File: src/rtl/fetch_pkg.sv
// fetch_pkg: shared types and default widths for the instruction fetch stage.
package fetch_pkg;

  localparam int DEFAULT_ADDR_W = 8;
  localparam int DEFAULT_INST_W = 16;

  typedef enum logic [1:0] {
    IDLE,
    ISSUE,
    WAIT,
    DISCARD
  } fetch_state_t;

  typedef struct packed {
    logic [DEFAULT_ADDR_W-1:0] addr;
    logic [DEFAULT_INST_W-1:0] data;
  } fetch_entry_t;

endpackage

File: src/rtl/fetch_queue.sv
// fetch_queue: DEPTH-entry synchronous FIFO of fetched {addr, data} words.
// A clear request empties the queue and takes priority over push and pop.
module fetch_queue #(
  parameter int DEPTH = 4,
  parameter int W = 24,
  localparam int AW = $clog2(DEPTH),
  localparam int CW = AW + 1
) (
  input  logic          clkin,
  input  logic          Rst,
  input  logic          clear,
  input  logic          push,
  input  logic [W-1:0]  push_data,
  input  logic          pop,
  output logic          head_valid,
  output logic [W-1:0]  head,
  output logic [CW-1:0] count
);

  logic [W-1:0]  slots [DEPTH];
  logic [AW-1:0] wr_ptr;
  logic [AW-1:0] rd_ptr;
  logic          do_push;
  logic          do_pop;

  // Act only on pops that have a word to take and pushes that have room
  always_comb begin
    do_pop  = pop && (count != '0);
    do_push = push && ((count != CW'(DEPTH)) || do_pop);
  end

  // Word storage; no reset needed because count gates every read
  always_ff @(posedge clkin) begin
    if (do_push && !clear) begin
      slots[wr_ptr] <= push_data;
    end
  end

  // Pointers and occupancy; clear wins over any push or pop this cycle
  always_ff @(posedge clkin) begin
    if (Rst || clear) begin
      wr_ptr <= '0;
      rd_ptr <= '0;
      count  <= '0;
    end else begin
      if (do_push) begin
        wr_ptr <= wr_ptr + AW'(1);
      end
      if (do_pop) begin
        rd_ptr <= rd_ptr + AW'(1);
      end
      count <= count + CW'(do_push) - CW'(do_pop);
    end
  end

  // Present the head word, forced to zero while the queue is empty
  always_comb begin
    head_valid = (count != '0);
    head       = head_valid ? slots[rd_ptr] : '0;
  end

endmodule

File: src/rtl/inst_fetch.sv
// inst_fetch: fetch PC, single-outstanding memory reader and prefetch queue
// feeding the IR load path. A redirect flushes the queue and drops any
// in-flight response. Define INST_FETCH_STATS_EN to add the fetch/flush
// statistics counters (stat_fetched, stat_flushed).
module inst_fetch
  import fetch_pkg::*;
#(
  parameter int ADDR_W = DEFAULT_ADDR_W,
  parameter int INST_W = DEFAULT_INST_W,
  parameter int DEPTH = 4,
  parameter logic [ADDR_W-1:0] RESET_PC = '0
) (
  input  logic              clkin,
  input  logic              Rst,
  input  logic              redirect,
  input  logic [ADDR_W-1:0] redirect_addr,
  output logic              mem_rd,
  output logic [ADDR_W-1:0] mem_addr,
  input  logic              mem_rvalid,
  input  logic [INST_W-1:0] mem_rdata,
  output logic              inst_valid,
  output logic [INST_W-1:0] inst_data,
  output logic [ADDR_W-1:0] inst_addr,
  input  logic              inst_ready
`ifdef INST_FETCH_STATS_EN
  ,
  output logic [15:0]       stat_fetched,
  output logic [15:0]       stat_flushed
`endif
);

  localparam int CW = $clog2(DEPTH) + 1;

  fetch_state_t             state;
  fetch_state_t             state_next;
  logic [ADDR_W-1:0]        fetch_pc;
  logic [ADDR_W-1:0]        req_addr;
  logic                     push;
  logic                     pop;
  logic [CW-1:0]            count;
  logic [CW-1:0]            count_after;
  logic [ADDR_W+INST_W-1:0] head;

  fetch_queue #(
    .DEPTH(DEPTH),
    .W(ADDR_W + INST_W)
  ) u_queue (
    .clkin(clkin),
    .Rst(Rst),
    .clear(redirect),
    .push(push),
    .push_data({req_addr, mem_rdata}),
    .pop(pop),
    .head_valid(inst_valid),
    .head(head),
    .count(count)
  );

  // Split the head entry into the IR-facing address and word
  always_comb begin
    pop       = inst_valid && inst_ready;
    inst_addr = head[ADDR_W+INST_W-1:INST_W];
    inst_data = head[INST_W-1:0];
  end

  // State register
  always_ff @(posedge clkin) begin
    if (Rst) begin
      state <= IDLE;
    end else begin
      state <= state_next;
    end
  end

  // Next state, read strobe and push; redirect overrides every other decision
  always_comb begin
    state_next  = state;
    mem_rd      = 1'b0;
    push        = 1'b0;
    count_after = count + CW'(1) - CW'(pop);
    case (state)
      IDLE: begin
        if (redirect || (count < CW'(DEPTH))) begin
          state_next = ISSUE;
        end
      end
      ISSUE: begin
        mem_rd     = 1'b1;
        state_next = redirect ? DISCARD : WAIT;
      end
      WAIT: begin
        if (redirect) begin
          state_next = mem_rvalid ? ISSUE : DISCARD;
        end else if (mem_rvalid) begin
          push       = 1'b1;
          state_next = (count_after < CW'(DEPTH)) ? ISSUE : IDLE;
        end
      end
      DISCARD: begin
        if (mem_rvalid) begin
          state_next = ISSUE;
        end
      end
      default: state_next = IDLE;
    endcase
    mem_addr = mem_rd ? fetch_pc : '0;
  end

  // Fetch PC: loaded by redirect, otherwise advances once per issued read
  always_ff @(posedge clkin) begin
    if (Rst) begin
      fetch_pc <= RESET_PC;
    end else if (redirect) begin
      fetch_pc <= redirect_addr;
    end else if (state == ISSUE) begin
      fetch_pc <= fetch_pc + ADDR_W'(1);
    end
  end

  // Remember the address of the outstanding read so its word can be tagged
  always_ff @(posedge clkin) begin
    if (Rst) begin
      req_addr <= '0;
    end else if (state == ISSUE) begin
      req_addr <= fetch_pc;
    end
  end

`ifdef INST_FETCH_STATS_EN
  logic        inflight;
  logic [16:0] flushed_sum;

  // A read is in flight from its issue cycle until its response returns
  always_comb begin
    inflight    = (state == ISSUE) || (state == WAIT);
    flushed_sum = {1'b0, stat_flushed} + 17'(count) + 17'(inflight);
  end

  // Saturating counters of pushed words and words thrown away by redirect
  always_ff @(posedge clkin) begin
    if (Rst) begin
      stat_fetched <= '0;
      stat_flushed <= '0;
    end else begin
      if (push && (stat_fetched != 16'hFFFF)) begin
        stat_fetched <= stat_fetched + 16'd1;
      end
      if (redirect) begin
        stat_flushed <= flushed_sum[16] ? 16'hFFFF : flushed_sum[15:0];
      end
    end
  end
`else
  // Statistics counters are not built in this configuration
`endif

endmodule

File: config.mk
export PLATFORM = sky130hd
export DESIGN_NAME = inst_fetch
export DESIGN_NICKNAME = d
export VERILOG_FILES = /design/src/rtl/fetch_pkg.sv /design/src/rtl/fetch_queue.sv /design/src/rtl/inst_fetch.sv
export SDC_FILE = /design/constraint.sdc
export NUM_CORES = 1
export LEC_CHECK = 0
export CORE_MARGIN = 4
export CORE_UTILIZATION = 38
export CTS_BUF_LIST = sky130_fd_sc_hd__clkbuf_16
export CTS_CLUSTER_SIZE = 8
export DETAILED_ROUTE_END_ITERATION = 8
export PLACE_DENSITY = 0.64
export SETUP_SLACK_MARGIN = 0.02
export SLEW_MARGIN = 20
export SYNTH_ARGS = -nofsm -noshare
export SYNTH_HDL_FRONTEND = slang
export SYNTH_SLANG_ARGS = --single-unit
File: constraint.sdc
create_clock -name clkin -period 2.4 [get_ports clkin]
set_input_delay 0.24 -clock clkin [delete_from_list [all_inputs] [get_ports clkin]]
set_output_delay 0.24 -clock clkin [all_outputs]
set_load 0.005 [all_outputs]
Yosys cells after proc, flatten, opt, wreduce, memory -nomap -nowiden
Memory sizes are Yosys's and may differ from the RTL's. A register that Yosys moved wholly into a read port is not among the register bits.
Index checks and enable logic that the tools add are counted.
{ "totals": {"reg_bits": 25, "ram_bits": 96, "in_bits": 29, "out_inout_bits": 34, "wordCells": 55, "n_memories": 1} }
{ "op_classes": {"addsub": 7, "order_cmp": 2, "n_eq_ne": 7, "mux": 20, "reduce_logical": 12} }
{ "mem_list": {"columns": ["memory", "depth", "width", "read_ports", "rd_ports_with_merged_regs", "wr", "line", "text"], "rows": [
  ["u_queue.slots", 4, 24, 1, 1, 1, "fetch_queue.sv:20", "logic [W-1:0] slots [DEPTH];"]
]} }
{ "ops": {"columns": ["operator", "n"], "rows": [
  ["$mux 24", 1],
  ["$mux 8", 3],
  ["$mux 2", 7],
  ["$add 8x1->8 const B", 1],
  ["$mux 1", 8],
  ["$pmux 2 s4", 1],
  ["$lt 3x3->1 const B", 2],
  ["$ne 3x3->1 const B", 2],
  ["$sub 3x1->3", 2],
  ["$add 2x1->2 const B", 2],
  ["$eq 2x2->1 const B", 2],
  ["$logic_and 1x1->1", 4],
  ["$ne 2x2->1 const B", 2],
  ["$add 3x1->3", 1],
  ["$add 3x1->3 const B", 1],
  ["$logic_or 1x1->1", 3],
  ["$reduce_and 3->1", 1],
  ["$reduce_bool 3->1", 1],
  ["$eq 2x1->1 const B", 1],
  ["$logic_not 2->1", 1],
  ["$reduce_bool 2->1", 1],
  ["$logic_not 1->1", 1]
]} }

Logic depth before layout (Yosys ltp)
{ "depth": {"ltp_word": 8, "mapped_depth": 12, "ltp_nobuf": 11} }

By module
Synthesis repeated with hierarchy kept, for this count alone.
{ "unflattened": {"hier_cells": 318, "area_unflattened_um2": 5162.5} }
{ "by_module_without_submodules": {"columns": ["mod", "n_inst", "cells_per_inst", "area_per_inst_um2"], "rows": [
  ["fetch_queue", 1, 200, 4216.5],
  ["inst_fetch", 1, 118, 945.9]
]} }

Least setup slack after synthesis
No wires, ideal clock.
{ "synth_timing": {"path_type": "register to register", "startpoint": "register u_queue.count[1]", "endpoint": "register u_queue.count[2]", "setup_ps": 116, "arrival_ps": 2130, "path_slack_ps": 154, "path_stages_with_launch": 13, "path_buffers": 1, "cell_sequence": "dfxtp_1 > or3_1 > buf_2 > nand2_2 > inv_2 > ha_1 > inv_1 > ha_1 > inv_1 > fa_1 > xor2_1 > xnor2_1 > nor2_1"} }
{ "synth_via": {"elab_chain_cells": 7, "elab_cells_between_ends": 8} }
{ "synth_lines": {"columns": ["item", "line", "text"], "rows": [
  ["from (decl)", "fetch_queue.sv:17", "output logic [CW-1:0] count"],
  ["from (signal assigned)", "fetch_queue.sv:52", "count <= count + CW'(do_push) - CW'(do_pop);"],
  ["$reduce_bool 3->1 (*)", "fetch_queue.sv:28, fetch_queue.sv:58", null],
  ["$logic_and 1x1->1", "inst_fetch.sv:61", "pop = inst_valid && inst_ready;"],
  ["$logic_and 1x1->1 (*)", "fetch_queue.sv:28", "do_pop = pop && (count != '0);"],
  ["net u_queue.do_pop", "fetch_queue.sv:24", "logic do_pop;"],
  ["$logic_or 1x1->1", "fetch_queue.sv:29", "do_push = push && ((count != CW'(DEPTH)) || do_pop);"],
  ["$logic_and 1x1->1", "fetch_queue.sv:29", null],
  ["$add 3x1->3", "fetch_queue.sv:52", null],
  ["$sub 3x1->3 (*)", "fetch_queue.sv:52", null]
]} }
The timed path passes the listed nets; every way through them passes the cells marked *.
A chain may end at the register's enable or synchronous reset.

==> results.md <==
* Outcome: completed
* Hold_buf cts at 0
* Num Clock Sinks at roughly 120
* RSZ-0062 raised after global routing: false
* TritonRoute pass-1 iters at 4
* Clk root buf: clkbuf_16
* Fin crit share at 0.959
* Share of the synthesized area in the top cell type at 0.567
* Critical Path RT at 2.16 ns
* Register area share after synthesis at 0.673
* Mapped cell area at 5090 µm²
* Synthesized area per cell at ~16 µm²
* Max-slew headroom at 0.742
* # H-tree levels at 4
* Sequential Power Share at 0.487
* Area of the multi-input gates at around 1500 µm²
* First-pass GRT wire length at 15,300 µm
* Combinational Power Share at 0.059
* CP startpoint kind: flip-flop
* N_diodes at 0
* Synth Area in Simple Gates at 0.0956
* CTS tree: built
* Layout filler cell count at roughly 1,100
* GRT Overall Usage at 0.135
* Adder-cell area share of the yosys netlist at 0.0334
* WL per Instance at between 15 and 20 µm
* Area delta synth->final at 29.0%
* FP Rows at 42
* Top layer in use: met4
* Number of vias per cell at between 4 and 5
* Largest net degree at the start of global routing at 27
* Post-synth net total at 358
* Critical Path AT at 2.06 ns
* DP Wirelength at between 5000 and 6000 µm
* Commonest cells after routing, fill and taps aside: 96 x edfxtp_1, 40 x clkdlybuf4s50_1, 35 x and2_1
* Clk Latency, worst-skew pair at 0.40 ns
* Final min period at between 2 and 2.5 ns
* Top cells by area, synth: edfxtp_1 57%, dfxtp_1 11%, mux4_2 8.9%
* Net switching power at ~0.00099 W
* Routability congestion estimate at about 0.78
* Max-Cap Viols at 0
* Share of cells above drive strength 1 at 0.172
* Core area at between 10,000 and 15,000 µm²
* Met2 wire len at 4550 µm
* DIE AREA at between 15,000 and 20,000 µm²
* Commonest non-fill, non-tap cell in the layout: edfxtp_1
* Drt initial violations at 219
* Clk buf depth at 2
* Setup violators final at 0
* Post-Route Setup TNS at 0 ns
* Synth Warn # at 0
* Mux cell area share after synthesis at 0.121
* DRT antenna net count at 0
* Setup WS pre-CTS at approximately 0.099 ns
* Dominant cell type by area after synthesis: edfxtp_1
* Final-report hold violation count at 0
* Die H at 124 µm
* Crit. End Element: output port
* Setup WS post-layout at slightly below 0.1 ns
* Num CTS Buffers at 17
* Starting Density at 0.386
* Synth Instances at about 320
* Post-route DRC at 0
* Crit Path Category: reg2out
* Number of global-route vias before repair at around 3,000
* Via count at approximately 2,800
* Pint at roughly 0.0039 W
* Initial antenna violation count at 0
* Die Span X at 124 µm
* PortBufs at between 60 and 70
* Seq. cell area at roughly 3400 µm²
* Final Skew at 0.00568 ns
* Post-Synth XOR/XNOR Area at 0.0204
* Worst Max-Slew Pin Slew at 0.387 ns
* Clock power share at 0.455
* # nets final at 444
* CP max FO at 12
* Worst min-delay path category: in2reg
* Worst VDD drop at about 0.38 mV
* I/O pin total at 63
* Peak Freq at around 430 MHz
* Synth Area in Compound Gates at 0.0241
* Routed WL at about 9400 µm
* Clock slew at reported path FFs at roughly 0.050 ns
* Switching share of power at 0.205
* Leakage at approximately 2.6 nW
* Largest family of logic cells by synthesized area: multiplexers
* Remaining Overflow, GRT at 0
* Met1 WL at roughly 4200 µm
* Seq cells post-synth at approximately 120
* Synth cell types at 40
* WL met3 at a little over 500 µm
* Final Slew Violations at 0
* Pwr dens at approximately 740 nW/µm²
-- registers in the layout (all words and copies together) (netlist names), named ones only --
name / cells
u_queue.rd_ptr: 2
state: 2
req_addr: 8
u_queue.wr_ptr: 2
u_queue.count: 3
fetch_pc: 8
u_queue.slots: 96
-- final cells by class --
| class | count | area share |
|---|---|---|
| clock inverter | 13 | 0.0135 |
| clock buffer | 17 | 0.0648 |
| tap | 176 | 0.0335 |
| multi-input combinational | 164 | 0.229 |
| timing repair buffer | 83 | 0.130 |
| inverter | 13 | 0.00743 |
| sequential | 123 | 0.522 |
-- metrics by stage --
step                cells  cell area, µm²   util  power, W  hold WS [ns]
detailed placement    552            5940  0.451   0.00269         0.502
global route          589            6560  0.498   0.00504         0.430
global placement      552            5940  0.451   0.00268         0.479
CTS                   583            6480  0.491   0.00490         0.408
floorplan             316            5090      -   0.00255         0.339
finish                589            6560  0.498   0.00485         0.428
-- layer usage --
metal / GRT usage / vias to the layer above
met4: 0.0491 / 0
met3: 0.0450 / 9
met2: 0.219 / 70
met1: 0.170 / 1371
met5: 0 / -
li1: - / 1341
-- final timing paths --
kind | start | endpoint | slack [ns] | cells past startpoint
worst max-delay path | flip-flop | inst_addr[0] | 0.1 | 4
worst min-delay path | redirect_addr[6] | fetch_pc[6] | 0.43 | 3
worst max register to register | u_queue.count[2] | u_queue.count[2] | 0.22 | 11
worst min register to register | req_addr[7] | u_queue.slots[1][23] | 0.50 | 0
-- critical path, cell delays in order, from the launching register on --
cell,delay (ns)
dfxtp_4,0.40
buf_12,0.16
mux4_2,0.49
and2_1,0.17
clkdlybuf4s50_1,0.44
-- kinds of logic after synthesis --
group / after synthesis
compound gates: 22
simple gates: 88
xor+xnor: 11
buf+inv: 29
fa+ha+maj: 13
mux: 30
flops: 123
-- power by group through the flow --
stage	clock network (W)	logic, W	registers (W)
4_1_cts	0.00225	0.000288	0.00236
3_3_place_gp	0	0.000280	0.00240
6_report	0.00220	0.000284	0.00236
3_5_place_dp	0	0.000285	0.00240
5_1_grt	0.00235	0.000322	0.00236
2_1_floorplan	0	0.000153	0.00239
-- cells in the mapped netlist --
master    number
clkbuf_1       3
a221oi_1       1
inv_1         11
clkinv_1       1
fa_1           1
nor3b_1        2
nor2b_1        2
nand2_1        8
or2_2          1
a211oi_1       1
mux2i_1        6
edfxtp_1      96
buf_6          2
inv_2          1
mux4_2        20
o21ai_0        4
nand3b_1       1
buf_12         2
mux4_1         4
a21oi_1       14
xnor2_2        1
nor4b_2        1
buf_1          1
and3b_1        1
xor2_1         3
buf_2          8
dfxtp_1       27
o21a_1         1
nor2_1        26
ha_1          12
nand2b_1       1
nand3_1        2
o32ai_1        1
and2_1        35
xnor2_1        7
nor3_4         1
or3_1          2
nand2_2        1
nand4_1        3
nor3_1         1
-- what timing repair did --
action,CTS,global route
buffers inserted,0,6
cloned,1,0
resized for setup,9,16
setup endpoints to repair,12,24
(Power assumes the default switching activity.)
